===== src/rtl/traffic_phase_sequencer.sv =====
// ---------------------------------------------------------------------------
// traffic_phase_sequencer
//
// Purpose: sequences a two-approach intersection (north-south / east-west)
// through green, yellow and all-red clearance phases, with an optional
// pedestrian walk phase and a flashing-yellow fault/night mode.
// Phase durations come from an external seconds timer: this block publishes
// the duration on 'delay', restarts the timer with a one-cycle 'tmr_clear'
// pulse on every phase entry (and every flash toggle), and advances when the
// timer reports 'timeout'.
//
// Ports:
//   clk        system clock
//   reset      asynchronous, active-high reset
//   timeout    from the seconds timer, high when elapsed >= delay
//   ped_req    pedestrian request (level or pulse)
//   flash_en   fault/night mode request
//   tmr_clear  registered one-cycle pulse restarting the seconds timer
//   delay      registered duration of the current phase, in seconds
//   ns_light   registered {red,yellow,green} for north-south
//   ew_light   registered {red,yellow,green} for east-west
//   ped_walk   registered walk indication
//   phase      registered state code, for debug
// ---------------------------------------------------------------------------
module traffic_phase_sequencer #(
    parameter int unsigned T_GREEN  = 10,
    parameter int unsigned T_YELLOW = 3,
    parameter int unsigned T_ALLRED = 1,
    parameter int unsigned T_WALK   = 5,
    parameter int unsigned T_FLASH  = 1
) (
    input  logic        clk,
    input  logic        reset,
    input  logic        timeout,
    input  logic        ped_req,
    input  logic        flash_en,
    output logic        tmr_clear,
    output logic [31:0] delay,
    output logic [2:0]  ns_light,
    output logic [2:0]  ew_light,
    output logic        ped_walk,
    output logic [2:0]  phase
);

    typedef enum logic [2:0] {
        NS_GREEN  = 3'd0,
        NS_YELLOW = 3'd1,
        ALLRED_1  = 3'd2,
        EW_GREEN  = 3'd3,
        EW_YELLOW = 3'd4,
        ALLRED_2  = 3'd5,
        PED_WALK  = 3'd6,
        FLASH     = 3'd7
    } state_t;

    localparam logic [2:0] RED = 3'b100;
    localparam logic [2:0] YEL = 3'b010;
    localparam logic [2:0] GRN = 3'b001;
    localparam logic [2:0] OFF = 3'b000;

    state_t state;
    state_t state_nxt;
    logic   settled;
    logic   ped_pending;
    logic   ped_pending_nxt;
    logic   flash_on;
    logic   flash_on_nxt;
    logic   qual_timeout;
    logic   restart;

    // The timer output is stale for the entry cycle (tmr_clear still high)
    // and the cycle after it (timer has only just been cleared), so both are
    // blanked before a timeout may advance the sequence.
    assign qual_timeout = timeout & ~tmr_clear & settled;

    function automatic logic [31:0] delay_of(input state_t s);
        case (s)
            NS_GREEN, EW_GREEN:   delay_of = T_GREEN;
            NS_YELLOW, EW_YELLOW: delay_of = T_YELLOW;
            PED_WALK:             delay_of = T_WALK;
            FLASH:                delay_of = T_FLASH;
            default:              delay_of = T_ALLRED;
        endcase
    endfunction

    function automatic logic [2:0] ns_of(input state_t s, input logic fon);
        case (s)
            NS_GREEN:  ns_of = GRN;
            NS_YELLOW: ns_of = YEL;
            FLASH:     ns_of = fon ? YEL : OFF;
            default:   ns_of = RED;
        endcase
    endfunction

    function automatic logic [2:0] ew_of(input state_t s, input logic fon);
        case (s)
            EW_GREEN:  ew_of = GRN;
            EW_YELLOW: ew_of = YEL;
            FLASH:     ew_of = fon ? YEL : OFF;
            default:   ew_of = RED;
        endcase
    endfunction

    // Next-state selection. flash_en wins over a simultaneous timeout;
    // leaving FLASH goes straight to the second clearance phase so that the
    // normal cycle restarts from an all-red state.
    always_comb begin
        state_nxt    = state;
        flash_on_nxt = flash_on;
        if (state != FLASH && flash_en) begin
            state_nxt    = FLASH;
            flash_on_nxt = 1'b1;
        end else if (state == FLASH) begin
            if (!flash_en) begin
                state_nxt    = ALLRED_2;
                flash_on_nxt = 1'b0;
            end else if (qual_timeout) begin
                flash_on_nxt = ~flash_on;
            end
        end else if (qual_timeout) begin
            case (state)
                NS_GREEN:  state_nxt = NS_YELLOW;
                NS_YELLOW: state_nxt = ALLRED_1;
                ALLRED_1:  state_nxt = EW_GREEN;
                EW_GREEN:  state_nxt = EW_YELLOW;
                EW_YELLOW: state_nxt = ALLRED_2;
                ALLRED_2: begin
                    if (ped_pending) state_nxt = PED_WALK;
                    else             state_nxt = NS_GREEN;
                end
                default:   state_nxt = NS_GREEN;
            endcase
        end
    end

    // A flash toggle restarts the timer just like a phase entry does.
    assign restart = (state_nxt != state) || (flash_on_nxt != flash_on);

    // Entering the walk phase serves the request; requests during the walk
    // are ignored rather than queued for the next cycle.
    always_comb begin
        ped_pending_nxt = ped_pending;
        if (state_nxt == PED_WALK && state != PED_WALK) begin
            ped_pending_nxt = 1'b0;
        end else if (ped_req && state != PED_WALK) begin
            ped_pending_nxt = 1'b1;
        end
    end

    // All outputs are registered from the next state so that they change
    // in the same cycle the state does.
    always_ff @(posedge clk or posedge reset) begin
        if (reset) begin
            state       <= ALLRED_2;
            tmr_clear   <= 1'b1;
            settled     <= 1'b0;
            ped_pending <= 1'b0;
            flash_on    <= 1'b0;
            delay       <= T_ALLRED;
            ns_light    <= RED;
            ew_light    <= RED;
            ped_walk    <= 1'b0;
            phase       <= ALLRED_2;
        end else begin
            state       <= state_nxt;
            tmr_clear   <= restart;
            settled     <= ~tmr_clear;
            ped_pending <= ped_pending_nxt;
            flash_on    <= flash_on_nxt;
            delay       <= delay_of(state_nxt);
            ns_light    <= ns_of(state_nxt, flash_on_nxt);
            ew_light    <= ew_of(state_nxt, flash_on_nxt);
            ped_walk    <= (state_nxt == PED_WALK);
            phase       <= state_nxt;
        end
    end

endmodule

===== config.mk =====
export PLATFORM = sky130hd
export DESIGN_NAME = traffic_phase_sequencer
export DESIGN_NICKNAME = d
export VERILOG_FILES = /design/src/rtl/traffic_phase_sequencer.sv
export SDC_FILE = /design/constraint.sdc
export NUM_CORES = 1
export LEC_CHECK = 0
export BUFFER_PORTS_ARGS = -buffer_cell sky130_fd_sc_hd__buf_2
export CORE_ASPECT_RATIO = 0.6
export CORE_UTILIZATION = 40
export CTS_CLUSTER_DIAMETER = 150
export DETAILED_ROUTE_END_ITERATION = 8
export GPL_ROUTABILITY_DRIVEN = 0
export PLACE_DENSITY = 0.72
export SYNTH_ARGS = -nofsm -noshare
export SYNTH_HDL_FRONTEND = slang
export SYNTH_SLANG_ARGS = --single-unit

===== constraint.sdc =====
create_clock -name clk -period 1.49 [get_ports clk]
set_input_delay 0.0745 -clock clk [delete_from_list [all_inputs] [get_ports clk]]
set_output_delay 0.0745 -clock clk [all_outputs]
set_load 0.005 [all_outputs]

==> results of run 1 <==
-- worst paths after layout --
check | to | startpoint | depth (start not counted)
worst max-delay path | ew_light[1]$_DFF_PP0_ | tmr_clear$_DFF_PP1_ | 5
worst min register to register | settled$_DFF_PP0_ | tmr_clear$_DFF_PP1_ | 2
max in group asynchronous | ew_light[1]$_DFF_PP0_ | reset | 3
worst max register to register | ew_light[1]$_DFF_PP0_ | tmr_clear$_DFF_PP1_ | 5
min in group asynchronous | ns_light[1]$_DFF_PP0_ | reset | 3
worst min-delay path | ped_pending$_DFFE_PP0P_ | ped_req | 3
-- logic make-up (layout without fill, tap and decap cells) --
group                  after synthesis  count (layout)  synth area share (%)
AO/OA/AOI/OAI                       20              20                 10.88
XOR/XNOR                             4               4                 3.856
buffers and inverters               37              39                 23.36
flip-flops                          18              18                 41.50
other                                1              28                0.3398
AND/OR/NAND/NOR                     36              36                 20.07
-- Yosys cell counts (all sizes together), types with 2 or more instances --
cell / instances
nor2b: 3
nor4: 2
dfrtp: 12
dfstp: 6
a21oi: 11
and3: 2
nor2: 7
buf: 32
inv: 3
nor3: 3
clkbuf: 2
o21ai: 4
xnor2: 4
nand2: 4
nand3b: 2
nand2b: 5
-- flip-flops by register name, indices dropped and copies added (netlist names) --
signal	flops
delay	4
ew_light	3
ns_light	3
state	3
flash_on	1
ped_pending	1
ped_walk	1
settled	1
tmr_clear	1
-- layer usage --
layer	GRT usage, %	vias to the layer above	part of all wire (%)
met1	21.02	371	46
met4	4.000	0	0.70
met3	6.651	2	11
met2	20.00	46	42
li1	-	393	-
met5	0	-	0
-- layout by cell type (no fill, tap or decap), drive strengths merged, types with 3 or more instances in the layout --
cell     n
clkbuf   4
xnor2    4
inv      3
nor3     3
dfstp    6
a21oi   11
nor2b    3
conb    28
nand2    4
nand2b   5
o21ai    4
dfrtp   12
buf     31
nor2     7
-- layout make-up --
class	count	area, um2	area share (%)
clock buffer	4	55.05	4.215
inverter	3	11.26	0.8621
multi-input combinational	88	539.3	41.28
sequential	18	457.9	35.06
tap	32	40.04	3.065
timing repair buffer	32	202.7	15.52
-- critical path: stages, from the launching register on --
cell,delay [ns]
dfstp_2,0.53
and3b_4,0.21
buf_6,0.13
nand2_4,0.06
nor2_2,0.03
or4_1,0.49
-- report_power, final --
| part | leakage, nW | internal (mW) | switching, mW | total [mW] |
|---|---|---|---|---|
| sequential | 0.215 | 0.546 | 0.0336 | 0.579 |
| clock | 0.0288 | 0.235 | 0.165 | 0.399 |
| combinational | 0.391 | 0.155 | 0.161 | 0.316 |
-- stage by stage --
step,setup TNS [ns],instance area [um2],utilization [%],hold slack [ns]
detailed placement,-0.07549,1184,46.28,0.2098
global placement,-0.04980,1184,46.28,0.1914
CTS,-0.08677,1261,49.32,0.1175
floorplan,-0.06135,1205,-,0.008692
global route,-0.2488,1306,51.08,0.1468
finish,-0.1083,1306,51.08,0.1293
-- timing repair --
| item | in CTS | in global routing |
|---|---|---|
| hold buffers | 1 | 0 |
| endpoints found under the setup margin | 3 | 8 |
| resized for setup | 2 | 11 |
| endpoints found under the hold margin | 12 | 0 |
| cloned | 0 | 0 |
| pin swaps | 0 | 8 |
==> impl_metrics.env, run 1 <==
export IMPL_antenna_found_initial=0
export IMPL_drt_iter0_markers=51
export IMPL_grt_usage_pct=14.76
export IMPL_p_total_mw=1.295
export IMPL_layout_nets=151
export IMPL_die_x_um=69.81
export IMPL_grt_max_degree=19
export IMPL_numCtsBuffers=3
export IMPL_placed_cells=172
export IMPL_drv_cap=0
export IMPL_fmax_mhz=625.7
export IMPL_clk_path_buf_depth=2
export IMPL_grt_overflow_total=0
export IMPL_worst_pin_slew_ns=0.7007
export IMPL_first_pass_iters=4
export IMPL_peakVddDrop_uv=580.5
export IMPL_crit_arrival_ns=1.72
export IMPL_cp_end_kind="register"
export IMPL_clock_sinks=18
export IMPL_cts_root_buf="clkbuf_8"
export IMPL_fp_row_count=14
export IMPL_hpwl_um=1540
export IMPL_drc=0
export IMPL_relSlewSlack_pct=53.24
export IMPL_rsz0062_at_grt="true"
export IMPL_ys_warn_count=0
export IMPL_io_pins=48
export IMPL_ant_nets=0
export IMPL_die_h_um=42.69
export IMPL_grt_pass1_vias=702
export IMPL_outcome="finished with violations"
export IMPL_synthArstFlopShare_pct=100.0
export IMPL_dp_slack_ns=-0.06441
export IMPL_netlist_area_leader_share_pct=27.21
export IMPL_wl_per_cell_um=12.14
export IMPL_regToRegSetupSlack_ns=-0.11
export IMPL_synth_cell_type_count=35
export IMPL_ys_seq_area_share_pct=41.50
export IMPL_post_cts_buffers=0
export IMPL_min_period_over_period_pct=107.3
export IMPL_routed_wl_um=2148
export IMPL_layout_cells_non_filler=177
export IMPL_cts_tree="done"
export IMPL_finalCriticalPeriod_ns=1.598
export IMPL_yosys_area_top_type="dfrtp_1"
export IMPL_power_density_nw_per_um2=991.4
export IMPL_dieArea_um2=2980
export IMPL_insertion_delay_ns=0.26
export IMPL_setup_viol=1
export IMPL_synth_cells=116
export IMPL_path_max_fanout=5
export IMPL_finalHoldViolations=0
export IMPL_viasPerCell=4.588
export IMPL_drv_slew=0
export IMPL_fillers=241
export IMPL_clk_pin_slew_ns=0.07
export IMPL_synth_area_um2=1104
export IMPL_cp_start_kind="register"
export IMPL_synth_ff_type="dfrtp_1"
export IMPL_synth_edff_count=0
export IMPL_path_class="reg2reg"
export IMPL_syn_area_per_cell_um2=9.513
export IMPL_initial_core_util_pct=43.15
export IMPL_hold_class="in2reg"
export IMPL_syn2layout_area_growth_pct=18.37
export IMPL_p_leak_nw=0.6354
export IMPL_cts_max_level=1
export IMPL_crit_required_ns=1.61
export IMPL_core_um2=2557
export IMPL_synth_top_cells_by_area="dfrtp_1 (27%), buf_4 (20%), dfstp_2 (14%), a21oi_1 (5.0%), nand2b_1 (2.8%)"
export IMPL_finClkSkew_ns=0.004555
export IMPL_port_buffers=19
export IMPL_violations="setup timing"
export IMPL_ys_seq_elements=18
export IMPL_fin_ws_ns=-0.1083
export IMPL_via_count=812
export IMPL_grt_pass1_wl_um=3332
export IMPL_drive_above_1_share_pct=37.24
export IMPL_diodes=0
No activity file was read; power rests on OpenSTA's default activity.
==> run 2: changes to the inputs <==
--- a/config.mk
+++ b/config.mk
@@ -12,6 +12,7 @@
 export DETAILED_ROUTE_END_ITERATION = 8
 export GPL_ROUTABILITY_DRIVEN = 0
 export PLACE_DENSITY = 0.72
+export RECOVER_POWER = 50
 export SYNTH_ARGS = -nofsm -noshare
 export SYNTH_HDL_FRONTEND = slang
 export SYNTH_SLANG_ARGS = --single-unit
==> impl_metrics.env, run 2 (synthesized netlist as in run 1, its figures left out) <==
export IMPL_outcome="finished with violations"
export IMPL_violations="setup timing"
export IMPL_post_cts_buffers=0
export IMPL_fin_tns_setup_ns=-0.1087
export IMPL_grt_pass1_vias=702
export IMPL_top_register="delay"
export IMPL_io_pins=48
export IMPL_cp_start_kind="register"
export IMPL_clk_pin_slew_ns=0.07
export IMPL_clkPwrFrac_pct=31.1
export IMPL_port_buffers=19
export IMPL_setup_viol=1
export IMPL_drv_cap=0
export IMPL_syn2layout_area_growth_pct=17.80
export IMPL_power_frac_comb_pct=24.2
export IMPL_power_density_nw_per_um2=996.1
export IMPL_fin_ws_ns=-0.1087
export IMPL_cp_end_kind="register"
export IMPL_via_count=802
export IMPL_finClkSkew_ns=0.004713
export IMPL_fp_row_count=14
export IMPL_layout_cells_non_filler=177
export IMPL_largest_reg_flops=4
export IMPL_layout_commonest_cell="conb_1"
export IMPL_rsz0062_at_grt="true"
export IMPL_use_met2_pct=20.00
export IMPL_power_switching_uw=362.7
export IMPL_multi_input_area_um2=539.3
export IMPL_layout_nets=151
export IMPL_first_pass_iters=4
export IMPL_seq_power_share_pct=44.8
export IMPL_diodes=0
export IMPL_placed_cells=172
export IMPL_hold_class="in2reg"
export IMPL_numCtsBuffers=3
export IMPL_fmax_mhz=625.5
export IMPL_finalHoldViolations=0
export IMPL_drv_slew=0
export IMPL_seqCellArea_um2=457.9
export IMPL_dieArea_um2=2980
export IMPL_grt_busiest_layer="met1"
export IMPL_grt_max_degree=19
export IMPL_insertion_delay_ns=0.26
export IMPL_crit_required_ns=1.62
export IMPL_grt_overflow_total=0
export IMPL_antenna_found_initial=0
export IMPL_drt_iter0_markers=46
export IMPL_hpwl_um=1540
export IMPL_clk_path_buf_depth=2
export IMPL_crit_arrival_ns=1.73
export IMPL_fin_hold_ws_ns=0.1261
export IMPL_initial_core_util_pct=43.15
export IMPL_ant_nets=0
export IMPL_path_class="reg2reg"
export IMPL_peakVddDrop_uv=580.4
export IMPL_core_um2=2557
export IMPL_drive_above_1_share_pct=33.79
export IMPL_wl_per_cell_um=12.20
export IMPL_worst_pin_slew_ns=0.6983
export IMPL_grt_pass1_wl_um=3332
export IMPL_grt_use_met1_pct=21.02
export IMPL_clock_sinks=18
export IMPL_final_cell_mix="conb_1 (28), buf_2 (14), dfrtp_1 (12)"
export IMPL_cts_max_level=1
export IMPL_min_period_over_period_pct=107.3
export IMPL_cts_tree="done"
export IMPL_die_x_um=69.81
export IMPL_finalCriticalPeriod_ns=1.599
export IMPL_grt_usage_pct=14.76
export IMPL_p_leak_nw=0.6168
export IMPL_routed_wl_um=2159
export IMPL_p_int_uw=932.2
export IMPL_relSlewSlack_pct=53.40
export IMPL_p_sw_share_pct=28.01
export IMPL_drc=0
export IMPL_path_max_fanout=5
export IMPL_die_h_um=42.69
export IMPL_p_total_mw=1.295
export IMPL_viasPerCell=4.531
export IMPL_cts_root_buf="clkbuf_8"
export IMPL_fillers=243
export IMPL_dp_slack_ns=-0.06441
export IMPL_gr_usage_met3_pct=6.651
run 2: cell count changes in the layout (fill, tap and decap cells not counted):
cell | previous run | this run
clkbuf_1 | 0 | 5
buf_2 | 19 | 14
run 2: routing by layer:
metal,vias to the layer above,part of all wire (%)
li1,391,-
met1,367,48
met2,42,42
met3,2,8.9
met4,0,0.69
met5,-,0
run 2: cell type report:
cell class | instances | area share (%)
multi-input cells | 88 | 41.48
well taps | 32 | 3.080
repair buffers | 32 | 15.11
flip-flops and latches | 18 | 35.23
inverters | 3 | 0.8662
clock buffers | 4 | 4.235
run 2: path summary, 6_finish.rpt:
kind                                     start                    end  slack (ns)  depth (start not counted)
max                        tmr_clear$_DFF_PP1_  ew_light[1]$_DFF_PP0_       -0.11                          5
min                                   flash_en  ew_light[2]$_DFF_PP1_        0.13                          2
max reg2reg                tmr_clear$_DFF_PP1_  ew_light[1]$_DFF_PP0_       -0.11                          5
min reg2reg                tmr_clear$_DFF_PP1_      settled$_DFF_PP0_        0.57                          2
max in group asynchronous                reset  ew_light[1]$_DFF_PP0_        0.58                          3
min in group asynchronous                reset  ns_light[1]$_DFF_PP0_        0.47                          3
run 2: critical path: stages, from the launching register on:
cell and delay (ns):
dfstp_2 0.53, and3b_4 0.21, buf_6 0.13, nand2_4 0.06
nor2_2 0.03, or4_1 0.49
run 2: repair_timing:
item	4_1_cts	5_1_grt
endpoints found under the hold margin	12	0
gates resized for setup	2	11
hold buffers	1	0
pin swaps	0	8
setup endpoints to repair	3	8
run 2: stage by stage:
step | util, % | instance area (um2)
6_report | 50.83 | 1300
5_1_grt | 50.83 | 1300
4_1_cts | 49.32 | 1261
2_1_floorplan | - | 1205
3_3_place_gp | 46.28 | 1184
3_5_place_dp | 46.28 | 1184
run 2: power groups by stage:
stage | sequential [mW] | combinational, mW | clock (mW)
floorplan | 0.590 | 0.232 | 0
global placement | 0.586 | 0.282 | 0
detailed placement | 0.587 | 0.287 | 0
CTS | 0.580 | 0.292 | 0.412
global route | 0.586 | 0.346 | 0.435
finish | 0.580 | 0.313 | 0.402
